===== config.mk =====
export PLATFORM = sky130hd
export DESIGN_NAME = exp_lut_rr_arbiter
export DESIGN_NICKNAME = d
export VERILOG_FILES = /design/src/rtl/epu_exp_pkg.sv /design/src/rtl/rr_pick.sv /design/src/rtl/exp_lut_rr_arbiter.sv
export SDC_FILE = /design/constraint.sdc
export NUM_CORES = 1
export LEC_CHECK = 0
export CORE_UTILIZATION = 35
export DETAILED_ROUTE_END_ITERATION = 10
export PLACE_DENSITY = 0.71
export RECOVER_POWER = 100
export SYNTH_ARGS = -nofsm -noshare
export SYNTH_HDL_FRONTEND = slang
export SYNTH_SLANG_ARGS = --single-unit

===== constraint.sdc =====
create_clock -name clk -period 7 [get_ports clk]
set_input_delay 0.7 -clock clk [delete_from_list [all_inputs] [get_ports clk]]
set_output_delay 0.7 -clock clk [all_outputs]
set_load 0.01 [all_outputs]

===== src/rtl/epu_exp_pkg.sv =====
// Shared types and constants for the EPU exponent path. fp32_exp_lut and every
// arbiter in front of it agree on the LUT latency and the tag format here.
package epu_exp_pkg;

  // Index width for N requesters; a single requester still needs a 1-bit id.
  function automatic int id_w(input int n);
    return (n <= 2) ? 1 : $clog2(n);
  endfunction

  // Pipeline depth of fp32_exp_lut, in_valid -> out_valid.
  localparam int EXP_LUT_LAT = 1;

  // Requester count that the shared tag format is sized for.
  localparam int EXP_N_REQ = 4;
  localparam int EXP_TAG_ID_W = id_w(EXP_N_REQ);

  // A tag travels alongside each LUT op so its result can be steered back.
  typedef struct packed {
    logic                    v;
    logic [EXP_TAG_ID_W-1:0] id;
  } exp_tag_t;

endpackage


===== src/rtl/rr_pick.sv =====
// Combinational round-robin picker: returns the first eligible index at or after
// ptr, searching upward with wrap-around, as one-hot, binary index and any-flag.
module rr_pick
  import epu_exp_pkg::*;
#(
  parameter int N   = 4,
  parameter int IDW = id_w(N)
) (
  input  logic [N-1:0]   eligible,
  input  logic [IDW-1:0] ptr,
  output logic [N-1:0]   grant,
  output logic [IDW-1:0] gidx,
  output logic           any
);

  logic [IDW-1:0] idx;

  // Walk N positions starting at ptr and keep the first eligible one.
  always_comb begin
    grant = '0;
    gidx  = '0;
    any   = 1'b0;
    idx   = '0;
    for (int k = 0; k < N; k++) begin
      idx = IDW'((int'(ptr) + k) % N);
      if (!any && eligible[idx]) begin
        any        = 1'b1;
        grant[idx] = 1'b1;
        gidx       = idx;
      end
    end
  end

endmodule


===== src/rtl/exp_lut_rr_arbiter.sv =====
// Shares one fp32_exp_lut among N_REQ requesters. Round-robin grant, one op per
// cycle, one outstanding op per requester, results steered back by tag into
// per-requester holding slots that stay put until the requester takes them.
module exp_lut_rr_arbiter
  import epu_exp_pkg::*;
#(
  parameter int N_REQ  = EXP_N_REQ,
  parameter int DATA_W = 32,
  parameter int LAT    = EXP_LUT_LAT
) (
  input  logic                      clk,
  input  logic                      rst,
  input  logic [N_REQ-1:0]          req_valid,
  output logic [N_REQ-1:0]          req_ready,
  input  logic [N_REQ*DATA_W-1:0]   req_x,
  output logic [N_REQ-1:0]          rsp_valid,
  input  logic [N_REQ-1:0]          rsp_ready,
  output logic [N_REQ*DATA_W-1:0]   rsp_y,
  output logic                      lut_in_valid,
  output logic [DATA_W-1:0]         lut_x,
  input  logic                      lut_out_valid,
  input  logic [DATA_W-1:0]         lut_y,
  output logic                      busy,
  output logic                      err_tag
);

  localparam int ID_W = id_w(N_REQ);

  logic [ID_W-1:0]   ptr_q, ptr_d;
  logic              lut_in_valid_q, lut_in_valid_d;
  logic [DATA_W-1:0] lut_x_q, lut_x_d;
  logic [ID_W-1:0]   issue_id_q, issue_id_d;
  exp_tag_t          tag_pipe_q [LAT];
  exp_tag_t          tag_pipe_d [LAT];
  logic [N_REQ-1:0]  outstanding_q, outstanding_d;
  logic [N_REQ-1:0]  rsp_valid_q, rsp_valid_d;
  logic [DATA_W-1:0] slot_q [N_REQ];
  logic [DATA_W-1:0] slot_d [N_REQ];
  logic              err_tag_q, err_tag_d;

  logic [N_REQ-1:0]  eligible;
  logic [N_REQ-1:0]  grant;
  logic [ID_W-1:0]   gidx;
  logic              any_grant;
  exp_tag_t          pop;
  logic [ID_W-1:0]   pop_id;

  // A requester with a result still held (or in flight) cannot be granted again.
  assign eligible = req_valid & ~outstanding_q;

  rr_pick #(
    .N   (N_REQ),
    .IDW (ID_W)
  ) u_pick (
    .eligible (eligible),
    .ptr      (ptr_q),
    .grant    (grant),
    .gidx     (gidx),
    .any      (any_grant)
  );

  assign pop    = tag_pipe_q[LAT-1];
  assign pop_id = ID_W'(pop.id);

  // Next-state for pointer, issue register, tag pipe, outstanding set and slots.
  always_comb begin
    ptr_d          = ptr_q;
    lut_in_valid_d = any_grant;
    lut_x_d        = lut_x_q;
    issue_id_d     = issue_id_q;
    if (any_grant) begin
      ptr_d      = (gidx == ID_W'(N_REQ - 1)) ? '0 : ID_W'(gidx + 1'b1);
      issue_id_d = gidx;
    end
    for (int i = 0; i < N_REQ; i++) begin
      if (grant[i]) lut_x_d = req_x[i*DATA_W +: DATA_W];
    end

    tag_pipe_d[0] = '{v: lut_in_valid_q, id: EXP_TAG_ID_W'(issue_id_q)};
    for (int k = 1; k < LAT; k++) begin
      tag_pipe_d[k] = tag_pipe_q[k-1];
    end

    outstanding_d = (outstanding_q | grant) & ~(rsp_valid_q & rsp_ready);
    rsp_valid_d   = rsp_valid_q & ~rsp_ready;
    slot_d        = slot_q;
    err_tag_d     = err_tag_q;

    if (pop.v && lut_out_valid) begin
      rsp_valid_d[pop_id] = 1'b1;
      slot_d[pop_id]      = lut_y;
    end else if (pop.v) begin
      outstanding_d[pop_id] = 1'b0;
      err_tag_d             = 1'b1;
    end else if (lut_out_valid) begin
      err_tag_d = 1'b1;
    end
  end

  // State registers; reset drops anything in flight without a response.
  always_ff @(posedge clk or posedge rst) begin
    if (rst) begin
      ptr_q          <= '0;
      lut_in_valid_q <= 1'b0;
      lut_x_q        <= '0;
      issue_id_q     <= '0;
      outstanding_q  <= '0;
      rsp_valid_q    <= '0;
      err_tag_q      <= 1'b0;
      for (int k = 0; k < LAT; k++) tag_pipe_q[k] <= '0;
      for (int i = 0; i < N_REQ; i++) slot_q[i] <= '0;
    end else begin
      ptr_q          <= ptr_d;
      lut_in_valid_q <= lut_in_valid_d;
      lut_x_q        <= lut_x_d;
      issue_id_q     <= issue_id_d;
      outstanding_q  <= outstanding_d;
      rsp_valid_q    <= rsp_valid_d;
      err_tag_q      <= err_tag_d;
      tag_pipe_q     <= tag_pipe_d;
      slot_q         <= slot_d;
    end
  end

  // Flatten the holding slots onto the response bus.
  always_comb begin
    rsp_y = '0;
    for (int i = 0; i < N_REQ; i++) begin
      rsp_y[i*DATA_W +: DATA_W] = slot_q[i];
    end
  end

  assign req_ready    = grant;
  assign rsp_valid    = rsp_valid_q;
  assign lut_in_valid = lut_in_valid_q;
  assign lut_x        = lut_x_q;
  assign busy         = |outstanding_q;
  assign err_tag      = err_tag_q;

endmodule


==> flow_summary_export.csv, run 1 <==
group,metric,value,unit
outcome,status,"complete, but fails checks",
outcome,violations,"capacitance limit, slew limit",
pwr,worst_ir_drop_vdd,0.275,mV
setup_path,worst-path-max-fanout,35,
detailed_routing,num_vias,6894,
setup_path,crit_chain,"inv_1 > ha_1 > inv_1 > mux4_2 > nor4_1 > a222oi_1 > o31ai_4 > clkbuf_1 > dlygate4sd3_1",
timing,rsz0062_at_grt,"false",
synth,avgSynthCellArea,12.5,sq um
timing,worst_pin_slew,3.91,ns
timing,tns,0,ns
pwr,p_comb_frac,0.582,
setup_path,arrival,5.33,ns
timing,max-slew-margin-rel,-1.62,
die,start_util,0.360,
cells_and_area,seq_area,0.00443,sq mm
detailed_routing,ant_nets,0,
timing,clock_skew,0.0228,ns
grt,grt_max_degree,92,
synth,synth_ff_type,"dfrtp_1",
cells_and_area,layout-drive-gt1-share,0.181,
cts,clockBufferDepth,2,
detailed_routing,wl_per_cell,19.5,microns
placement,post_dp_cell_area,0.0119,sq mm
synth,synthSimpleGateAreaFrac,0.0732,
timing,finalSetupViolCount,0,
synth,yosysMostFrequentCell,"dfrtp_1",
cells_and_area,num-fill-cells,2007,
synth,synth_compound_area_frac,0.151,
detailed_routing,avgViaCountPerCell,5.31,
pwr,intPower,3.98,mW
cells_and_area,synthToLayoutAreaGrowth,51.5,%
cells_and_area,final_area,0.0125,sq mm
placement,place_congestion,0.885,
cts,path_clk_slew,0.07,ns
grt,grt.overflow.total,0,
synth,ys_top_cells_by_count,"177 x dfrtp_1, 129 x mux2_2, 45 x clkbuf_1",
synth,synth_edf_count,0,
cts,htree_num_levels,4,
synth,yosysWarnings,0,
synth,synthCells,658,
cts,cts_tree,"yes",
setup_path,cp-start-kind,"register",
timing,slew_viol_final,318,
setup_path,cp_top_family,"buffers and inverters",
run,drv_cap,6,
pwr,switching_share,0.411,
setup_path,worstSetupPathType,"register to output port",
setup_path,required,6.30,ns
cells_and_area,multi_input_area,0.00351,sq mm
timing,min_period,6.03,ns
pwr,pwr-share-seq,0.278,
cts,hold_buffers,0,
die,die_w,155,microns
timing,hold_violations,0,
synth,synth_top_family_by_area,"multiplexers",
timing,worst_slack,0.971,ns
detailed_routing,drc,0,
cts,cts_buffers,17,
synth,ys_ff_latch,177,
setup_path,cpMostUsedCell,"inv_1",
synth,ys_top_cells_by_area,"dfrtp_1 54%, mux2_2 18%, a311o_1 3.9%",
pwr,leakage,4.98,nW
detailed_routing,drt_pass1_iterations,5,
placement,placed_cells,1264,
synth,ys_seq_area_frac,0.538,
pwr,finalPower,6.75,mW
cells_and_area,final_cells,1298,
placement,port_buffers,341,
pwr,clkPwrFrac,0.139,
detailed_routing,drt-total-wl,25300,microns
die,fp.dieH,155,microns
min_path,min-delay-path-class,"register to register",
placement,dp_worst_setup_slack,1.90,ns
grt,grt_use_total,0.211,
setup_path,crit_buf_inv,4,
synth,synthAdderAreaFrac,0.0137,
placement,dp_hpwl,18100,microns
die,die_area,0.0241,sq mm
die,io_pins,342,
die,num_rows,55,
grt,grt_first_pass_wirelength,38800,microns
cts,cts-root-buf,"clkbuf_16",
cts,ctsResizeCount,0,
synth,synthArstFlopShare,1.00,
cts,cts_setup_buffers,0,
die,core-area,0.0228,sq mm
synth,synthMuxAreaShare,0.187,
cts,clock_latency,0.43,ns
synth,syn_nets,838,
pwr,p_switching,2.77,mW
cells_and_area,nNetsFinal,1150,
synth,synth_xor_area_frac,0,
setup_path,endpoint_kind,"output port",
detailed_routing,drt_first_iter_violations,399,
timing,fin_crit_sh,0.861,
timing,fmax,166,MHz
synth,synth_top_area_share,0.538,
synth,synth_largest_area_cell,"dfrtp_1",
setup_path,crit_slowest_cell,"clkbuf_1",
setup_path,slowest_delay,1.22,ns
pwr,power_density,542,mW/mm^2
synth,syn_area,0.00823,sq mm
grt,antenna_found_initial,1,
cts,cts_sinks,177,
grt,grt_pass1_vias,6871,
synth,synth_cell_types,46,
[power by group through the flow]
| stage | Sequential (mW) | Clock (mW) | Combinational [mW] |
|---|---|---|---|
| after detailed placement | 1.92 | 0 | 4.13 |
| final | 1.88 | 0.940 | 3.93 |
| after CTS | 1.91 | 0.966 | 4.15 |
| after global placement | 1.90 | 0 | 4.06 |
| after global routing | 1.95 | 1.01 | 4.29 |
| after floorplan | 2.09 | 0 | 2.27 |
[sequential cells by signal (all words and copies together) (netlist names)]
signal         cells
lut_in_valid       1
rsp_y            128
issue_id_q         2
rsp_valid          4
outstanding_q      4
pop_id             2
lut_x             32
err_tag            1
pop                1
ptr_q              2
[per-layer routing]
metal | routed length, microns | GRT usage | vias up
li1 | - | - | 3163
met2 | 12500 | 0.363 | 304
met3 | 1930 | 0.0607 | 27
met4 | 453 | 0.0546 | 0
met1 | 10400 | 0.257 | 3400
met5 | 0 | 0 | -
[worst paths after layout]
path	start	to	slack (ns)	depth (start not counted)
max in group asynchronous	rst	rsp_y[97]$_DFFE_PP0P_	1.73	3
worst max register to register	ptr_q[0]$_DFFE_PP0P_	lut_x[19]$_DFFE_PP0P_	1.48	10
worst min register to register	lut_in_valid$_DFF_PP0_	pop[2]$_DFF_PP0_	0.38	0
min in group asynchronous	rst	rsp_y[56]$_DFFE_PP0P_	1.88	2
worst max-delay path	ptr_q[0]$_DFFE_PP0P_	req_ready[0]	0.97	9
worst min-delay path	lut_in_valid$_DFF_PP0_	pop[2]$_DFF_PP0_	0.38	0
[logic make-up after synthesis]
group                    count (synthesis)
flip-flops                             177
AO/OA/AOI/OAI                          154
multiplexers                           134
AND/OR/NAND/NOR                        111
buffers and inverters                   73
adder cells (fa/ha/maj)                  9
[per-stage QoR]
| stage | utilization | hold slack, ns |
|---|---|---|
| 2_1_floorplan | - | 0.354 |
| 3_3_place_gp | 0.521 | 0.361 |
| 3_5_place_dp | 0.521 | 0.369 |
| 4_1_cts | 0.547 | 0.384 |
| 5_1_grt | 0.545 | 0.391 |
| 6_report | 0.545 | 0.376 |
[cell usage in the layout, fill, tap and decap left out, types with 3 or more instances in the layout]
master	netlist	layout
dfrtp_1	177	177
nor2b_1	7	7
a222oi_1	3	3
nand2b_1	4	4
mux4_2	3	3
clkdlybuf4s50_1	0	171
a221oi_1	3	3
nor2_1	5	4
clkbuf_1	45	4
o221ai_1	34	34
clkinv_8	0	4
o21ai_0	6	6
inv_6	0	5
a21boi_0	33	33
ha_1	9	9
a311o_1	32	32
a21o_1	3	3
buf_4	0	6
inv_1	12	12
dlygate4sd3_1	0	170
a31oi_1	32	32
clkbuf_16	0	17
nand2_1	42	42
nor4_1	32	33
mux2_2	129	127
[area by class of cell]
class / instances / area share
flip-flops and latches: 177 / 0.355
multi-input cells: 408 / 0.282
repair buffers: 353 / 0.280
clock buffers: 17 / 0.0341
well taps: 313 / 0.0314
clock inverters: 15 / 0.0134
inverters: 13 / 0.00402
diodes: 2 / 0.000402
Power figures use the tool's default switching activity.
==> run 2, diff against run 1 <==
--- a/config.mk
+++ b/config.mk
@@ -5,6 +5,7 @@
 export SDC_FILE = /design/constraint.sdc
 export NUM_CORES = 1
 export LEC_CHECK = 0
+export CORE_MARGIN = 2
 export CORE_UTILIZATION = 35
 export DETAILED_ROUTE_END_ITERATION = 10
 export PLACE_DENSITY = 0.71
==> flow_summary_export.csv, run 2 (same netlist as run 1, synthesis figures left out) <==
group,metric,value,unit
die,start_util,0.354,
setup_path,endpoint_kind,"output port",
cts,cts_tree,"yes",
die,io_pins,342,
timing,fin_crit_sh,0.847,
timing,fmax,169,MHz
placement,port_buffers,341,
setup_path,worst-path-max-fanout,65,
cells_and_area,mostFrequentLayoutCells,"177 x dfrtp_1, 171 x dlygate4sd3_1, 170 x clkdlybuf4s50_1, 129 x mux2_2, 42 x nand2_1",
setup_path,crit_buf_inv,3,
cells_and_area,synthToLayoutAreaGrowth,51.4,%
detailed_routing,drt_pass1_iterations,5,
detailed_routing,avgViaCountPerCell,5.33,
detailed_routing,ant_nets,0,
grt,grt_use_total,0.202,
timing,worst_pin_slew,4.13,ns
setup_path,arrival,5.23,ns
die,die_area,0.0247,sq mm
cells_and_area,antenna_cells,0,
cells_and_area,layout-drive-gt1-share,0.180,
grt,grt_pass1_vias,6788,
setup_path,required,6.30,ns
detailed_routing,num_vias,6928,
grt,grt_max_degree,109,
outcome,violations,"capacitance limit, slew limit",
die,num_rows,56,
placement,place_congestion,0.916,
setup_path,cp-start-kind,"register",
cells_and_area,multi_input_area,0.00351,sq mm
detailed_routing,drt-total-wl,25400,microns
outcome,status,"complete, but fails checks",
timing,min_period,5.93,ns
die,fp.dieH,157,microns
grt,antenna_found_initial,0,
timing,hold-worst-slack,0.377,ns
pwr,leakage,4.98,nW
timing,slew_viol_final,416,
pwr,power_density,544,mW/mm^2
cts,htree_num_levels,4,
cells_and_area,nNetsFinal,1148,
detailed_routing,drt_first_iter_violations,375,
setup_path,worstSetupPathType,"register to output port",
setup_path,crit_chain,"inv_1 > ha_1 > inv_1 > mux4_2 > nand4_1 > or3b_1 > nand2_1 > dlygate4sd3_1",
timing,clock_skew,0.0144,ns
timing,tns,0,ns
cts,clockBufferDepth,2,
cts,cts-root-buf,"clkbuf_16",
detailed_routing,drc,0,
cells_and_area,num-fill-cells,2021,
cells_and_area,largest_reg_flops,128,
run,drv_cap,9,
setup_path,cp_top_family,"simple AND/OR/NAND/NOR gates",
cts,cts_buffers,17,
timing,finalSetupViolCount,0,
cts,path_clk_slew,0.07,ns
setup_path,slowest_delay,1.47,ns
pwr,worst_ir_drop_vdd,0.453,mV
setup_path,cpMostUsedCell,"inv_1",
cts,cts_setup_buffers,0,
die,core-area,0.0233,sq mm
cts,clock_latency,0.43,ns
min_path,min-delay-path-class,"register to register",
detailed_routing,wl_per_cell,19.5,microns
die,die_w,157,microns
cells_and_area,final_util,0.535,
cts,ctsResizeCount,0,
cts,hold_buffers,0,
grt,grt_first_pass_wirelength,38400,microns
placement,dp_hpwl,18100,microns
timing,hold_violations,0,
grt,grt.overflow.total,0,
cells_and_area,final_common_cell,"dfrtp_1",
timing,max-slew-margin-rel,-1.75,
setup_path,crit_slowest_cell,"or3b_1",
timing,rsz0062_at_grt,"false",
cells_and_area,seq_area,0.00443,sq mm
cts,cts_sinks,177,
run 2: changes by cell type in the layout (fill, tap and decap cells not counted), moves of 2 or more:
cell,delta
clkbuf_2,-2
clkinv_4,+2
diode_2,-2
inv_6,-3
inv_8,+3
mux2_1,-2
mux2_2,+2
run 2: area by class of cell:
type,instances,area share
Multi-Input combinational cell,408,0.282
Timing Repair Buffer,351,0.279
Clock inverter,14,0.0131
Clock buffer,18,0.0345
Inverter,13,0.00392
Sequential cell,177,0.356
Tap cell,319,0.0320
run 2: metal layers:
metal	global-route usage	wire (microns)
met5	0	0
met4	0.0688	563
met3	0.0534	2040
met2	0.344	12500
met1	0.248	10300
run 2: stage by stage:
| stage | worst slack [ns] | std cells | instance area [sq um] | power [mW] |
|---|---|---|---|---|
| floorplan | 1.50 | 658 | 8230 | 4.36 |
| global placement | 2.06 | 1268 | 11900 | 5.95 |
| detailed placement | 1.92 | 1268 | 11900 | 6.06 |
| CTS | 1.53 | 1300 | 12500 | 7.03 |
| global route | 0.758 | 1300 | 12500 | 7.26 |
| finish | 1.07 | 1300 | 12500 | 6.78 |
run 2: final timing paths:
kind	from	end	slack [ns]	cells past startpoint
worst min register to register	issue_id_q[0]$_DFFE_PP0P_	pop_id[0]$_DFF_PP0_	0.38	0
max in group asynchronous	rst	lut_x[24]$_DFFE_PP0P_	2.16	3
min in group asynchronous	rst	rsp_y[93]$_DFFE_PP0P_	2.30	2
worst min-delay path	issue_id_q[0]$_DFFE_PP0P_	pop_id[0]$_DFF_PP0_	0.38	0
worst max register to register	ptr_q[0]$_DFFE_PP0P_	lut_x[17]$_DFFE_PP0P_	1.22	11
worst max-delay path	ptr_q[0]$_DFFE_PP0P_	req_ready[1]	1.07	8
run 2: power breakdown:
group / switching, mW / total [mW] / leakage, nW / internal, mW
registers: 0.270 / 1.86 / 2.08 / 1.59
logic: 2.05 / 3.96 / 2.61 / 1.91
clock network: 0.472 / 0.955 / 0.288 / 0.483
==> run 3, diff against run 2 <==
--- a/config.mk
+++ b/config.mk
@@ -8,7 +8,7 @@
 export CORE_MARGIN = 2
 export CORE_UTILIZATION = 35
 export DETAILED_ROUTE_END_ITERATION = 10
-export PLACE_DENSITY = 0.71
+export PLACE_DENSITY = 0.73
 export RECOVER_POWER = 100
 export SYNTH_ARGS = -nofsm -noshare
 export SYNTH_HDL_FRONTEND = slang
==> constraint.sdc (replaced) <==
create_clock -name clk -period 5.4 [get_ports clk]
set_input_delay 0.54 -clock clk [delete_from_list [all_inputs] [get_ports clk]]
set_output_delay 0.54 -clock clk [all_outputs]
set_load 0.01 [all_outputs]
==> flow_summary_export.csv, run 3 (same netlist as run 1, synthesis figures left out) <==
group,metric,value,unit
outcome,status,"complete, but fails checks",
outcome,violations,"capacitance limit, slew limit",
cells_and_area,layout-drive-gt1-share,0.187,
cells_and_area,synthToLayoutAreaGrowth,51.9,%
die,io_pins,342,
timing,worst_pin_slew,3.89,ns
detailed_routing,ant_nets,0,
cells_and_area,final_common_cell,"dfrtp_1",
cells_and_area,final_util,0.537,
pwr,power_density,705,mW/mm^2
setup_path,worst-path-max-fanout,33,
timing,fmax,210,MHz
die,fp.dieH,157,microns
grt,grt_first_pass_wirelength,39400,microns
detailed_routing,avgViaCountPerCell,5.36,
placement,post_dp_cell_area,0.0119,sq mm
pwr,intPower,5.17,mW
timing,min_period,4.77,ns
cts,cts_buffers,17,
timing,tns,0,ns
setup_path,worstSetupPathType,"register to output port",
setup_path,required,4.86,ns
cells_and_area,final_area,0.0125,sq mm
detailed_routing,wl_per_cell,19.7,microns
grt,grt.overflow.total,0,
cts,cts_tree,"yes",
placement,place_congestion,0.888,
die,start_util,0.354,
detailed_routing,num_vias,6987,
cts,hold_buffers,0,
cells_and_area,mostFrequentLayoutCells,"177 x dfrtp_1, 173 x dlygate4sd3_1, 168 x clkdlybuf4s50_1, 129 x mux2_2, 42 x nand2_1",
timing,rsz0062_at_grt,"false",
die,die_w,157,microns
placement,placed_cells,1271,
timing,clock_skew,0.00999,ns
detailed_routing,drt-total-wl,25700,microns
detailed_routing,drc,0,
grt,antenna_found_initial,0,
detailed_routing,drt_pass1_iterations,5,
pwr,worst_ir_drop_vdd,0.607,mV
die,core-area,0.0233,sq mm
placement,dp_hpwl,18300,microns
setup_path,cp-start-kind,"register",
setup_path,endpoint_kind,"output port",
detailed_routing,drt_first_iter_violations,318,
timing,hold_violations,0,
die,die_area,0.0247,sq mm
cts,ctsResizeCount,0,
cells_and_area,nNetsFinal,1151,
cts,htree_num_levels,4,
pwr,pwr-share-seq,0.275,
cts,clockBufferDepth,2,
grt,grt_max_degree,104,
setup_path,arrival,4.23,ns
cells_and_area,final_cells,1303,
run,drv_cap,5,
timing,worst_slack,0.633,ns
timing,finalSetupViolCount,0,
timing,fin_crit_sh,0.883,
pwr,switching_share,0.413,
cells_and_area,largest_reg_flops,128,
die,num_rows,56,
cts,cts_sinks,177,
placement,dp_worst_setup_slack,1.02,ns
cts,cts-root-buf,"clkbuf_16",
cts,cts_setup_buffers,0,
pwr,p_switching,3.63,mW
placement,port_buffers,341,
cts,clock_latency,0.43,ns
pwr,leakage,5.00,nW
min_path,min-delay-path-class,"register to register",
timing,slew_viol_final,240,
pwr,p_comb_frac,0.586,
cts,path_clk_slew,0.07,ns
cells_and_area,antenna_cells,0,
grt,grt_use_total,0.205,
grt,grt_pass1_vias,7093,
pwr,clkPwrFrac,0.139,
timing,max-slew-margin-rel,-1.59,
[run 3: cell types whose count changed in the layout (fill, tap and decap cells not counted), sizes merged]
cell,delta
buf,+5
clkbuf,-3
clkdlybuf4s50,-2
clkinv,+1
clkinvlp,+2
dlygate4sd3,+2
inv,-2
[run 3: final cells by class]
type | count | area, sq um
inverters | 13 | 48.8
repair buffers | 354 | 3500
well taps | 319 | 399
fillers | 2077 | 10800
multi-input cells | 408 | 3510
clock buffers | 17 | 425
clock inverters | 15 | 170
flip-flops and latches | 177 | 4430
[run 3: per-layer routing]
layer | vias to the layer above | share of wire | track usage | wire length [microns]
li1 | 3168 | - | - | -
met1 | 3436 | 0.40 | 0.248 | 10300
met2 | 338 | 0.48 | 0.343 | 12400
met3 | 45 | 0.089 | 0.0597 | 2290
met4 | 0 | 0.031 | 0.0818 | 807
met5 | - | 0 | 0 | 0
[run 3: final timing paths]
check                                       start                endpoint  slack, ns  depth (start not counted)
max reg2reg                  ptr_q[0]$_DFFE_PP0P_   lut_x[13]$_DFFE_PP0P_       1.00                         10
min                        lut_in_valid$_DFF_PP0_        pop[2]$_DFF_PP0_       0.38                          0
min in group asynchronous                     rst   rsp_y[87]$_DFFE_PP0P_       2.02                          2
max in group asynchronous                     rst  rsp_y[108]$_DFFE_PP0P_       1.14                          2
min reg2reg                lut_in_valid$_DFF_PP0_        pop[2]$_DFF_PP0_       0.38                          0
max                          ptr_q[0]$_DFFE_PP0P_            req_ready[2]       0.63                         10
[run 3: critical path: stages (launching register included)]
cell,delay (ns)
dfrtp_1,0.65
inv_1,0.26
ha_1,0.36
inv_1,0.14
mux4_2,0.55
nor4_2,0.38
a221o_1,0.26
buf_4,0.39
nor2_2,0.09
inv_1,0.10
dlygate4sd3_1,0.61
[run 3: power groups by stage]
stage,Sequential [mW],Combinational [mW],Clock [mW]
final,2.42,5.15,1.22
after detailed placement,2.48,5.39,0
after global placement,2.45,5.30,0
after floorplan,2.71,2.94,0
after CTS,2.46,5.40,1.26
after global routing,2.52,5.58,1.32
[run 3: stage by stage]
stage                     hold slack [ns]  power [mW]
after floorplan                     0.354        5.65
after global placement              0.363        7.75
after detailed placement            0.370        7.87
after CTS                           0.379        9.11
after global routing                0.389        9.42
final                               0.376        8.80
